[config.mk]
export PLATFORM = sky130hd
export DESIGN_NAME = glay_kernel_setup_scheduler
export DESIGN_NICKNAME = d
export VERILOG_FILES = /design/src/rtl/glay_kernel_setup_scheduler.sv
export SDC_FILE = /design/constraint.sdc
export NUM_CORES = 1
export LEC_CHECK = 0
export ABC_AREA = 0
export CAP_MARGIN = 10
export CORE_ASPECT_RATIO = 0.8
export CORE_UTILIZATION = 50
export DETAILED_ROUTE_END_ITERATION = 8
export DONT_BUFFER_PORTS = 1
export SYNTH_ARGS = -nofsm -noshare
export SYNTH_HDL_FRONTEND = slang
export SYNTH_SLANG_ARGS = --single-unit
[constraint.sdc]
create_clock -name ap_clk -period 3.6 [get_ports ap_clk]
set_clock_uncertainty 0.05 [all_clocks]
set_input_delay 0.72 -clock ap_clk [delete_from_list [all_inputs] [get_ports ap_clk]]
set_output_delay 0.72 -clock ap_clk [all_outputs]
set_load 0.02 [all_outputs]
[src/rtl/glay_kernel_setup_scheduler.sv]
// glay_kernel_setup_scheduler
// Walks a descriptor (base address, byte length) and issues one cache-line
// setup request per line, with at most MAX_OUTSTANDING requests in flight.
// Optional build macro GLAY_SETUP_SCHED_PERF_EN adds stall_cycles_out, a
// saturating count of cycles in which a request was offered but not taken.
module glay_kernel_setup_scheduler #(
    parameter int ADDR_W          = 64,
    parameter int LINE_BYTES      = 64,
    parameter int MAX_OUTSTANDING = 16
) (
    input  logic              ap_clk,
    input  logic              ap_rst_n,
    input  logic              start_in,
    input  logic [ADDR_W-1:0] base_addr_in,
    input  logic [31:0]       total_bytes_in,
    output logic              req_valid_out,
    input  logic              req_ready_in,
    output logic [ADDR_W-1:0] req_addr_out,
    output logic [7:0]        req_id_out,
    input  logic              resp_valid_in,
    output logic              busy_out,
    output logic              done_out,
    output logic              err_out
`ifdef GLAY_SETUP_SCHED_PERF_EN
    ,
    output logic [31:0]       stall_cycles_out
`endif
);

    localparam int LB_SH = $clog2(LINE_BYTES);
    localparam int OW    = $clog2(MAX_OUTSTANDING) + 1;

    localparam logic [2:0] S_IDLE  = 3'd0;
    localparam logic [2:0] S_SETUP = 3'd1;
    localparam logic [2:0] S_REQ   = 3'd2;
    localparam logic [2:0] S_DRAIN = 3'd3;
    localparam logic [2:0] S_DONE  = 3'd4;

    logic [2:0]        state;
    logic [31:0]       total_q;
    logic [26:0]       lines_rem;
    logic [OW-1:0]     outst;
    logic [ADDR_W-1:0] addr_q;
    logic [7:0]        id_q;
    logic              err_q;

    logic [32:0]       lines_sum;
    logic [26:0]       lines_calc;
    logic              fire;
    logic              resp_ok;
    logic              start_acc;

    // Line count rounded up; 33-bit sum so a length near 2^32 cannot overflow.
    assign lines_sum  = {1'b0, total_q} + 33'(LINE_BYTES - 1);
    assign lines_calc = 27'(lines_sum >> LB_SH);

    assign start_acc     = (state == S_IDLE) && start_in;
    assign req_valid_out = (state == S_REQ) && (lines_rem != 27'd0) &&
                           (outst < OW'(MAX_OUTSTANDING));
    assign fire          = req_valid_out && req_ready_in;
    assign resp_ok       = resp_valid_in && (outst != '0);

    assign req_addr_out = addr_q;
    assign req_id_out   = id_q;
    assign busy_out     = (state == S_SETUP) || (state == S_REQ) || (state == S_DRAIN);
    assign done_out     = (state == S_DONE);
    assign err_out      = err_q;

    // Sequencer: descriptor latch, line walk and state transitions.
    always_ff @(posedge ap_clk or negedge ap_rst_n) begin
        if (!ap_rst_n) begin
            state     <= S_IDLE;
            total_q   <= '0;
            lines_rem <= '0;
            addr_q    <= '0;
            id_q      <= '0;
        end else begin
            case (state)
                S_IDLE: begin
                    if (start_in) begin
                        addr_q  <= base_addr_in & ~ADDR_W'(LINE_BYTES - 1);
                        total_q <= total_bytes_in;
                        id_q    <= '0;
                        state   <= S_SETUP;
                    end
                end
                S_SETUP: begin
                    lines_rem <= lines_calc;
                    state     <= (lines_calc == 27'd0) ? S_DONE : S_REQ;
                end
                S_REQ: begin
                    if (fire) begin
                        addr_q    <= addr_q + ADDR_W'(LINE_BYTES);
                        id_q      <= id_q + 8'd1;
                        lines_rem <= lines_rem - 27'd1;
                        if (lines_rem == 27'd1) state <= S_DRAIN;
                    end
                end
                S_DRAIN: begin
                    if (outst == '0) state <= S_DONE;
                end
                S_DONE:  state <= S_IDLE;
                default: state <= S_IDLE;
            endcase
        end
    end

    // In-flight tracking; a response with nothing outstanding is flagged, not counted.
    always_ff @(posedge ap_clk or negedge ap_rst_n) begin
        if (!ap_rst_n) begin
            outst <= '0;
            err_q <= 1'b0;
        end else begin
            case ({fire, resp_ok})
                2'b10:   outst <= outst + OW'(1);
                2'b01:   outst <= outst - OW'(1);
                default: outst <= outst;
            endcase
            if (start_acc) err_q <= 1'b0;
            if (resp_valid_in && (outst == '0)) err_q <= 1'b1;
        end
    end

`ifdef GLAY_SETUP_SCHED_PERF_EN
    logic [31:0] stall_q;
    assign stall_cycles_out = stall_q;

    // Backpressure counter, saturating, restarted with each accepted descriptor.
    always_ff @(posedge ap_clk or negedge ap_rst_n) begin
        if (!ap_rst_n) begin
            stall_q <= '0;
        end else if (start_acc) begin
            stall_q <= '0;
        end else if (req_valid_out && !req_ready_in && (stall_q != 32'hFFFF_FFFF)) begin
            stall_q <= stall_q + 32'd1;
        end
    end
`endif

endmodule

; Word-level counts from Yosys, hierarchy flattened
; Cells that the tools add are included.
[word_totals]
in_bits = 101
output_inout_bits = 76
reg_bits = 140
elab_cells = 63
[op_classes]
muxes = 17
n_eq_ne = 11
n_reduce_logical = 21
addsub = 6
magnitude_cmp = 1
[ops]
columns = op, count
row1 = 2-to-1 mux 64 bit, 2
row2 = case mux 64 bit (2 select lines), 1
row3 = adder 64 x 7 -> 64 bit (second input constant), 1
row4 = case mux 27 bit (2 select lines), 1
row5 = adder 32 x 6 -> 33 bit (second input constant), 1
row6 = equality test 27 x 1 -> 1 bit (second input constant), 1
row7 = logical NOT 27 bit, 1
row8 = 2-to-1 mux 27 bit, 1
row9 = nonzero test 27 bit, 1
row10 = subtractor 27 x 1 -> 27 bit (second input constant), 1
row11 = 2-to-1 mux 8 bit, 2
row12 = case mux 8 bit (2 select lines), 1
row13 = 2-to-1 mux 3 bit, 5
row14 = case mux 3 bit (4 select lines), 1
row15 = case mux 5 bit (2 select lines), 1
row16 = adder 8 x 1 -> 8 bit (second input constant), 1
row17 = nonzero test 2 bit, 4
row18 = equality test 3 x 2 -> 1 bit (second input constant), 2
row19 = logical AND 1 bit, 6
row20 = adder 5 x 1 -> 5 bit (second input constant), 1
row21 = logical NOT 5 bit, 1
row22 = < comparator 5 bit (second input constant), 1
row23 = nonzero test 5 bit, 1
row24 = subtractor 5 x 1 -> 5 bit (second input constant), 1
row25 = other kinds (12), 17

; Longest topological paths before layout
; Gate-level depths: netlist (run 1).
[logic_depth]
depth_word = 6
depth_mapped = 12
depth_no_buf = 12

; Worst setup path after synthesis (run 1)
; Ideal clock, no wire load.
[synth_path]
path_type = reg-to-reg
from = register lines_rem[22]
to = register outst[4]
setup_time_ps = 125
stages_incl_launch_ff = 12
slack_ps = 329
path_buffers = 0
required_ps = 3425
arrival_time_ps = 3096
period_less_slack_ps = 3271
cell_sequence = dfrtp_1 -> or4_4 -> or4_4 -> o311a_1 -> inv_2 -> ha_1 -> ha_1 -> a21o_1 -> a21oi_1 -> xor2_1 -> nor2_1 -> xor2_1
[synth_via]
elab_chain_len = 6
elab_cells_between_ends = 8
cone_classes = eq/ne: 2 / mux: 1 / reduce/logical: 5
[synth_rtl]
columns = item, line_no
row1 = "start, declared", 41  ; logic [26:0] lines_rem;
row2 = "start signal, assigned", 88  ; lines_rem <= lines_calc;
row3 = "start signal, assigned", 95  ; lines_rem <= lines_rem - 27'd1;
row4 = nonzero test 27 bit (*), 58  ; assign req_valid_out = (state == S_REQ) && (lines_rem != 27'd0) &&
row5 = logical AND 1 bit (*) (2 in a row), 58
row6 = logical AND 1 bit (*), 60  ; assign fire = req_valid_out && req_ready_in;
row7 = equality test 2 x 1 -> 1 bit or equality test 2 bit (tied branches), 114  ; case ({fire, resp_ok})
row8 = case mux 5 bit (2 select lines) or nonzero test 2 bit (tied branches), n/a
row9 = "end signal, assigned", 115  ; 2'b10: outst <= outst + OW'(1);
row10 = "end signal, assigned", 116  ; 2'b01: outst <= outst - OW'(1);
row11 = "end signal, assigned", 117  ; default: outst <= outst;
row12 = "end, declared", 42  ; logic [OW-1:0] outst;
; Mark *: on every way between the ends. The rest lies on a longest branch, timed or not.
; A chain may end at the register's enable or synchronous reset.

; Worst setup path after layout (run 1)
; Same ends and word-level chain as after synthesis.

==> results.sh, run 1 <==
export IMPL_outcome="complete, but fails checks"
export IMPL_violations="negative hold slack"
export IMPL_drc_errors=0
export IMPL_fmax_mhz=291
export IMPL_worstPathMaxFanout=7
export IMPL_holdWs_ns=-0.0651
export IMPL_finalHoldViolations=134
export IMPL_synth_most_common_cell="nand2_1"
export IMPL_start_util_pct=51.6
export IMPL_ys_types=67
export IMPL_crit_chain="or4_4 > or4_4 > o311a_1 > inv_2 > ha_1 > ha_1 > a21o_1 > a21oi_1 > xor2_1 > nor2_1 > xor2_1"
export IMPL_reg2reg_setup_slack_ns=0.16
export IMPL_first_global_vias=6951
export IMPL_yosys_warnings=0
export IMPL_syn_inst=1024
export IMPL_cts_sinks=134
export IMPL_final_cell_area_um2=8950
export IMPL_place_ws_ns=0.174
export IMPL_antenna_found_initial=1
export IMPL_slowest_delay_ns=0.56
export IMPL_rows=41
export IMPL_wl_per_cell_um=19.0
export IMPL_core_area_um2=15900
export IMPL_min_period_over_period_pct=95.6
export IMPL_antenna_left=0
export IMPL_avgSynthCellArea_um2=7.98
export IMPL_critPathKind="reg -> reg"
export IMPL_synth_top_area_share_pct=41.0
export IMPL_overflow=0
export IMPL_port_buffers=0
export IMPL_yosysTopAreaCell="dfrtp_1"
export IMPL_hp_class="in -> async"
export IMPL_area_delta_synth_final_pct=9.49
export IMPL_max_cap_viol_count=0
export IMPL_fillCellCount=1468
export IMPL_max_slew_margin_pct=52.3
export IMPL_leakage_nw=3.82
export IMPL_grt_setup_unrepaired="no"
export IMPL_clock_latency_ns=0.42
export IMPL_grt_max_degree=135
export IMPL_vdd_drop_max_v=0.000566
export IMPL_clock_root_buffer="clkbuf_16"
export IMPL_die_y_um=116
export IMPL_arrival_ns=3.69
export IMPL_crit_slowest_cell="or4_4"
export IMPL_path_clk_slew_ns=0.07
export IMPL_cts_max_level=4
export IMPL_placed_cell_area_um2=8330
export IMPL_endpoint_kind="register"
export IMPL_power_density_nw_per_um2=788
export IMPL_dp_hpwl_mm=16.0
export IMPL_async_flop_share_pct=100
export IMPL_route_vias_total=7641
export IMPL_drt_iter0_drc=724
export IMPL_cp_start_kind="register"
export IMPL_die_width_um=145
export IMPL_synth_area_top_cells="dfrtp_1, nand2_1, a21oi_1"
export IMPL_gp_congestion=0.928
export IMPL_grt_usage_pct=28.3
export IMPL_viasPerCell=6.23
export IMPL_grt_pass1_wl_mm=37.5
export IMPL_post_cts_buffers=0
export IMPL_finalCriticalPeriod_ns=3.44
export IMPL_cp_data_required_time_ns=3.85
export IMPL_cts_tree="done"
export IMPL_setup_ws_ns=0.158
export IMPL_path_buf_inv=1
export IMPL_synth_edf_count=0
export IMPL_ys_flop_type="dfrtp_1"
export IMPL_drt_pass1_iterations=5
export IMPL_clockBufferDepth=2
export IMPL_post_cts_resized=0
export IMPL_yosys_top_cells_count="nand2_1, dfrtp_1, a21oi_1"
export IMPL_drt_total_wl_mm=23.4
export IMPL_setup_violations=0
export IMPL_finalNetCount=1107
export IMPL_crit_family="simple AND/OR/NAND/NOR gates"
export IMPL_fin_tns_setup_ns=0
export IMPL_ys_seq_elements=134
export IMPL_drive_gt1_share_pct=6.73
export IMPL_final_util_pct=56.4
export IMPL_ys_seq_area_share_pct=41.0
export IMPL_power_mw=7.05
export IMPL_ios=177
export IMPL_die_area_um2=16900
export IMPL_maxSlewViolCount=0
export IMPL_tightest_slew_ns=0.716
export IMPL_syn_area_um2=8170
export IMPL_numCtsBuffers=17
==> state kept, by name, indices dropped and copies added (netlist names) <==
name	cells
req_addr_out	58
err_out	1
state	3
total_q	32
outst	5
req_id_out	8
lines_rem	27
==> logic make-up (layout without fill, tap and decap cells) <==
group	after synthesis	after routing	synth area share, %
compound gates	320	320	23.1
fa+ha+maj	9	9	1.47
flops	134	134	41.0
simple gates	439	439	26.0
mux	3	3	0.383
buf+inv	87	68	4.70
xor+xnor	31	31	3.32
other cells	1	7	0.0459
==> worst register-to-register path, stage by stage (launching register included) <==
cell,delay (ns)
dfrtp_1,0.44
or4_4,0.56
or4_4,0.47
o311a_1,0.42
inv_2,0.07
ha_1,0.27
ha_1,0.32
a21o_1,0.19
a21oi_1,0.16
xor2_1,0.16
nor2_1,0.06
xor2_1,0.14
==> routing by layer <==
metal | vias up | share of wire, % | global-route usage, %
met5 | - | 0 | 0
met4 | 0 | 1.5 | 9.86
met3 | 30 | 8.6 | 7.19
met2 | 307 | 42 | 40.5
met1 | 3647 | 47 | 41.2
li1 | 3657 | - | -
==> cells in the final DEF (no fill, tap or decap), types with 6 or more instances in the layout <==
cell type / instances
nand2_1: 191
dfrtp_1: 134
a21oi_1: 112
o21ai_0: 97
nor2_1: 60
nand3_1: 38
o22ai_1: 30
and3_1: 27
nand4_1: 26
nor3_1: 24
nor4_1: 19
buf_4: 19
xor2_1: 17
clkbuf_16: 17
inv_1: 14
xnor2_1: 14
and4_1: 12
and2_1: 10
a21o_1: 10
a22o_1: 10
a31oi_1: 8
ha_1: 8
o32ai_1: 7
a22oi_1: 7
conb_1: 6
inv_6: 6
==> power breakdown <==
| group | internal [mW] | leakage, nW | switching [mW] | total, mW |
|---|---|---|---|---|
| logic | 0.866 | 1.81 | 1.36 | 2.22 |
| registers | 2.01 | 1.71 | 0.983 | 2.99 |
| clock network | 1.11 | 0.292 | 0.734 | 1.84 |
| total | 3.98 | 3.82 | 3.07 | 7.05 |
==> worst paths after layout <==
path,from,endpoint,depth (start not counted)
max,lines_rem[22],outst[4],11
min,ap_rst_n,req_addr_out[37],0
max reg2reg,lines_rem[22],outst[4],11
min reg2reg,lines_rem[18],lines_rem[18],2
max in group asynchronous,ap_rst_n,total_q[19],0
min in group ap_clk,total_bytes_in[21],total_q[21],2
==> metrics by stage <==
stage                     hold slack (ns)  instances
after global placement              0.378       1193
final                             -0.0651       1226
after CTS                         -0.0747       1225
after floorplan                     0.374       1029
after global routing              -0.0880       1226
after detailed placement            0.377       1193
==> area by class of cell <==
| class | count | area (um^2) | area share, % |
|---|---|---|---|
| flip-flops and latches | 134 | 3350 | 37.5 |
| clock buffers | 17 | 425 | 4.75 |
| diodes | 1 | 2.50 | 0.0280 |
| inverters | 15 | 56.3 | 0.629 |
| clock inverters | 15 | 191 | 2.14 |
| multi-input cells | 808 | 4470 | 49.9 |
| well taps | 215 | 269 | 3.01 |
| repair buffers | 21 | 183 | 2.04 |
(Power assumes the default switching activity.)
==> run 2: changes to the inputs <==
--- a/config.mk
+++ b/config.mk
@@ -10,7 +10,9 @@
 export CORE_ASPECT_RATIO = 0.8
 export CORE_UTILIZATION = 50
 export DETAILED_ROUTE_END_ITERATION = 8
-export DONT_BUFFER_PORTS = 1
+export PLACE_DENSITY = 0.79
+export SKIP_CTS_REPAIR_TIMING = 1
 export SYNTH_ARGS = -nofsm -noshare
 export SYNTH_HDL_FRONTEND = slang
 export SYNTH_SLANG_ARGS = --single-unit
+export TNS_END_PERCENT = 30
==> run 2 against run 1 <==
  * The flow now finishes without violations
  * Register-to-register slack better by 0.08 ns
  * Highest routed layer unchanged
  * Sequential share of layout area down 6.0 points
  * Sequential power down 11%
  * Sequential cell count unchanged
  * Global-route usage up 0.68 points
  * First-iteration DRC count up 0.83%
  * Clock power about the same
  * Cell area up 19%
  * Core utilization up 11 points
  * Non-clock buffer count up 173
==> results.sh, run 2 (same netlist as run 1, synthesis figures left out) <==
export IMPL_finalNetCount=1280
export IMPL_core_area_um2=15900
export IMPL_numCtsBuffers=17
export IMPL_start_util_pct=51.6
export IMPL_maxSlewViolCount=0
export IMPL_timing_critical_path_from="lines_rem[22]"
export IMPL_grtUsageMet3_pct=7.11
export IMPL_max_slew_margin_pct=50.8
export IMPL_cp_start_kind="register"
export IMPL_clock_latency_ns=0.43
export IMPL_largest_reg_flops=58
export IMPL_hp_class="in -> async"
export IMPL_die_width_um=145
export IMPL_met2_usage_pct=44.9
export IMPL_antenna_found_initial=0
export IMPL_mostFrequentLayoutCell="nand2_1"
export IMPL_outcome="complete, no violations"
export IMPL_cp_data_required_time_ns=3.86
export IMPL_power_density_nw_per_um2=716
export IMPL_ios=177
export IMPL_grt_met1_usage_pct=40.4
export IMPL_grt_usage_pct=28.9
export IMPL_rows=41
export IMPL_viasPerCell=6.02
export IMPL_path_clk_slew_ns=0.06
export IMPL_num_antenna_cells=0
export IMPL_endpoint_kind="register"
export IMPL_dp_hpwl_mm=16.1
export IMPL_port_buffers=164
export IMPL_worstPathMaxFanout=7
export IMPL_gp_congestion=0.956
export IMPL_wl_per_cell_um=17.0
export IMPL_first_global_vias=7773
export IMPL_setup_violations=0
export IMPL_die_area_um2=16900
export IMPL_worstReg2RegStart="lines_rem[22]"
export IMPL_drt_total_wl_mm=23.8
export IMPL_grt_setup_unrepaired="no"
export IMPL_seq_area_um2=3350
export IMPL_tightest_slew_ns=0.738
export IMPL_drt_iter0_drc=730
export IMPL_grt_pass1_wl_mm=39.1
export IMPL_cts_max_level=4
export IMPL_cts_tree="done"
export IMPL_antenna_left=0
export IMPL_fin_tns_setup_ns=0
export IMPL_clockBufferDepth=2
export IMPL_place_ws_ns=0.299
export IMPL_drt_pass1_iterations=8
export IMPL_finalHoldViolations=0
export IMPL_mostFrequentLayoutCells="nand2_1, clkdlybuf4s50_1, dfrtp_1"
export IMPL_multiInputGateArea_um2=4470
export IMPL_fmax_mhz=298
export IMPL_top_usage_layer="met2"
export IMPL_setup_ws_ns=0.241
export IMPL_cts_sinks=134
export IMPL_critPathKind="reg -> reg"
export IMPL_power_mw=7.63
export IMPL_r2r_worst_path_cells=11
export IMPL_area_delta_synth_final_pct=30.4
export IMPL_clock_root_buffer="clkbuf_16"
export IMPL_drive_gt1_share_pct=6.26
export IMPL_grt_max_degree=77
export IMPL_arrival_ns=3.62
export IMPL_drc_errors=0
export IMPL_route_vias_total=8414
export IMPL_max_cap_viol_count=0
export IMPL_die_y_um=116
export IMPL_leakage_nw=4.50
export IMPL_finalCriticalPeriod_ns=3.36
export IMPL_min_period_over_period_pct=93.3
export IMPL_overflow=0
export IMPL_fillCellCount=1300
export IMPL_vdd_drop_max_v=0.000453
[run 2: changes by cell type in the layout (fill, tap and decap cells not counted), sizes merged]
cell / previous run / this run
buf: 21 / 31
clkbuf: 17 / 24
clkdlybuf4s50: 0 / 162
clkinv: 3 / 4
clkinvlp: 3 / 1
diode: 1 / 0
dlymetal6s2s: 0 / 1
inv: 21 / 15
[run 2: area by class of cell]
type	count	share of cell area (%)
inverter	15	0.528
multi-input combinational	808	41.9
clock buffer	24	4.52
tap	215	2.52
timing repair buffer	194	17.9
clock inverter	8	1.14
sequential	134	31.5
[run 2: path summary, 6_finish.rpt]
kind | endpoint | slack, ns
min in group ap_clk | total_q[3] | 0.43
min reg2reg | total_q[3] | 0.43
max | outst[4] | 0.24
max in group asynchronous | state[1] | 2.31
min | req_addr_out[53] | 0.28
max reg2reg | outst[4] | 0.24
[run 2: worst max-delay path, cell delays in order, from the launching register on]
cell     delay, ns
dfrtp_1       0.45
or4_4         0.56
or4_4         0.48
o311a_1       0.41
inv_2         0.07
ha_1          0.18
ha_1          0.27
a21o_1        0.20
a21oi_1       0.17
xor2_1        0.19
nor2_1        0.07
xor2_1        0.14
[run 2: stage by stage]
step | hold WS, ns | instance area, um^2 | utilization [%] | std cells
floorplan | 0.374 | 8190 | - | 1029
global placement | 0.412 | 10100 | 63.4 | 1366
detailed placement | 0.415 | 10100 | 63.4 | 1366
CTS | 0.309 | 10700 | 67.2 | 1398
global route | 0.331 | 10700 | 67.2 | 1398
finish | 0.279 | 10700 | 67.2 | 1398
[run 2: per-layer routing]
metal  routed length (um)  up-vias
met5                    0        -
met4                  240        0
met3                 2260       19
met2                10600      448
met1                10700     3934
li1                     -     4013
[run 2: report_power, final]
| group | switching (mW) | total [mW] | internal, mW |
|---|---|---|---|
| clock network | 0.664 | 1.81 | 1.14 |
| logic | 1.80 | 3.18 | 1.38 |
| registers | 0.632 | 2.65 | 2.01 |
| total | 3.09 | 7.63 | 4.54 |
==> run 3: changes to the inputs <==
--- a/config.mk
+++ b/config.mk
@@ -9,6 +9,7 @@
 export CAP_MARGIN = 10
 export CORE_ASPECT_RATIO = 0.8
 export CORE_UTILIZATION = 50
+export CTS_CLUSTER_DIAMETER = 40
 export DETAILED_ROUTE_END_ITERATION = 8
 export PLACE_DENSITY = 0.79
 export SKIP_CTS_REPAIR_TIMING = 1
==> results of run 3 <==
No change in the layout: final DEF, timing and power equal those of run 2.
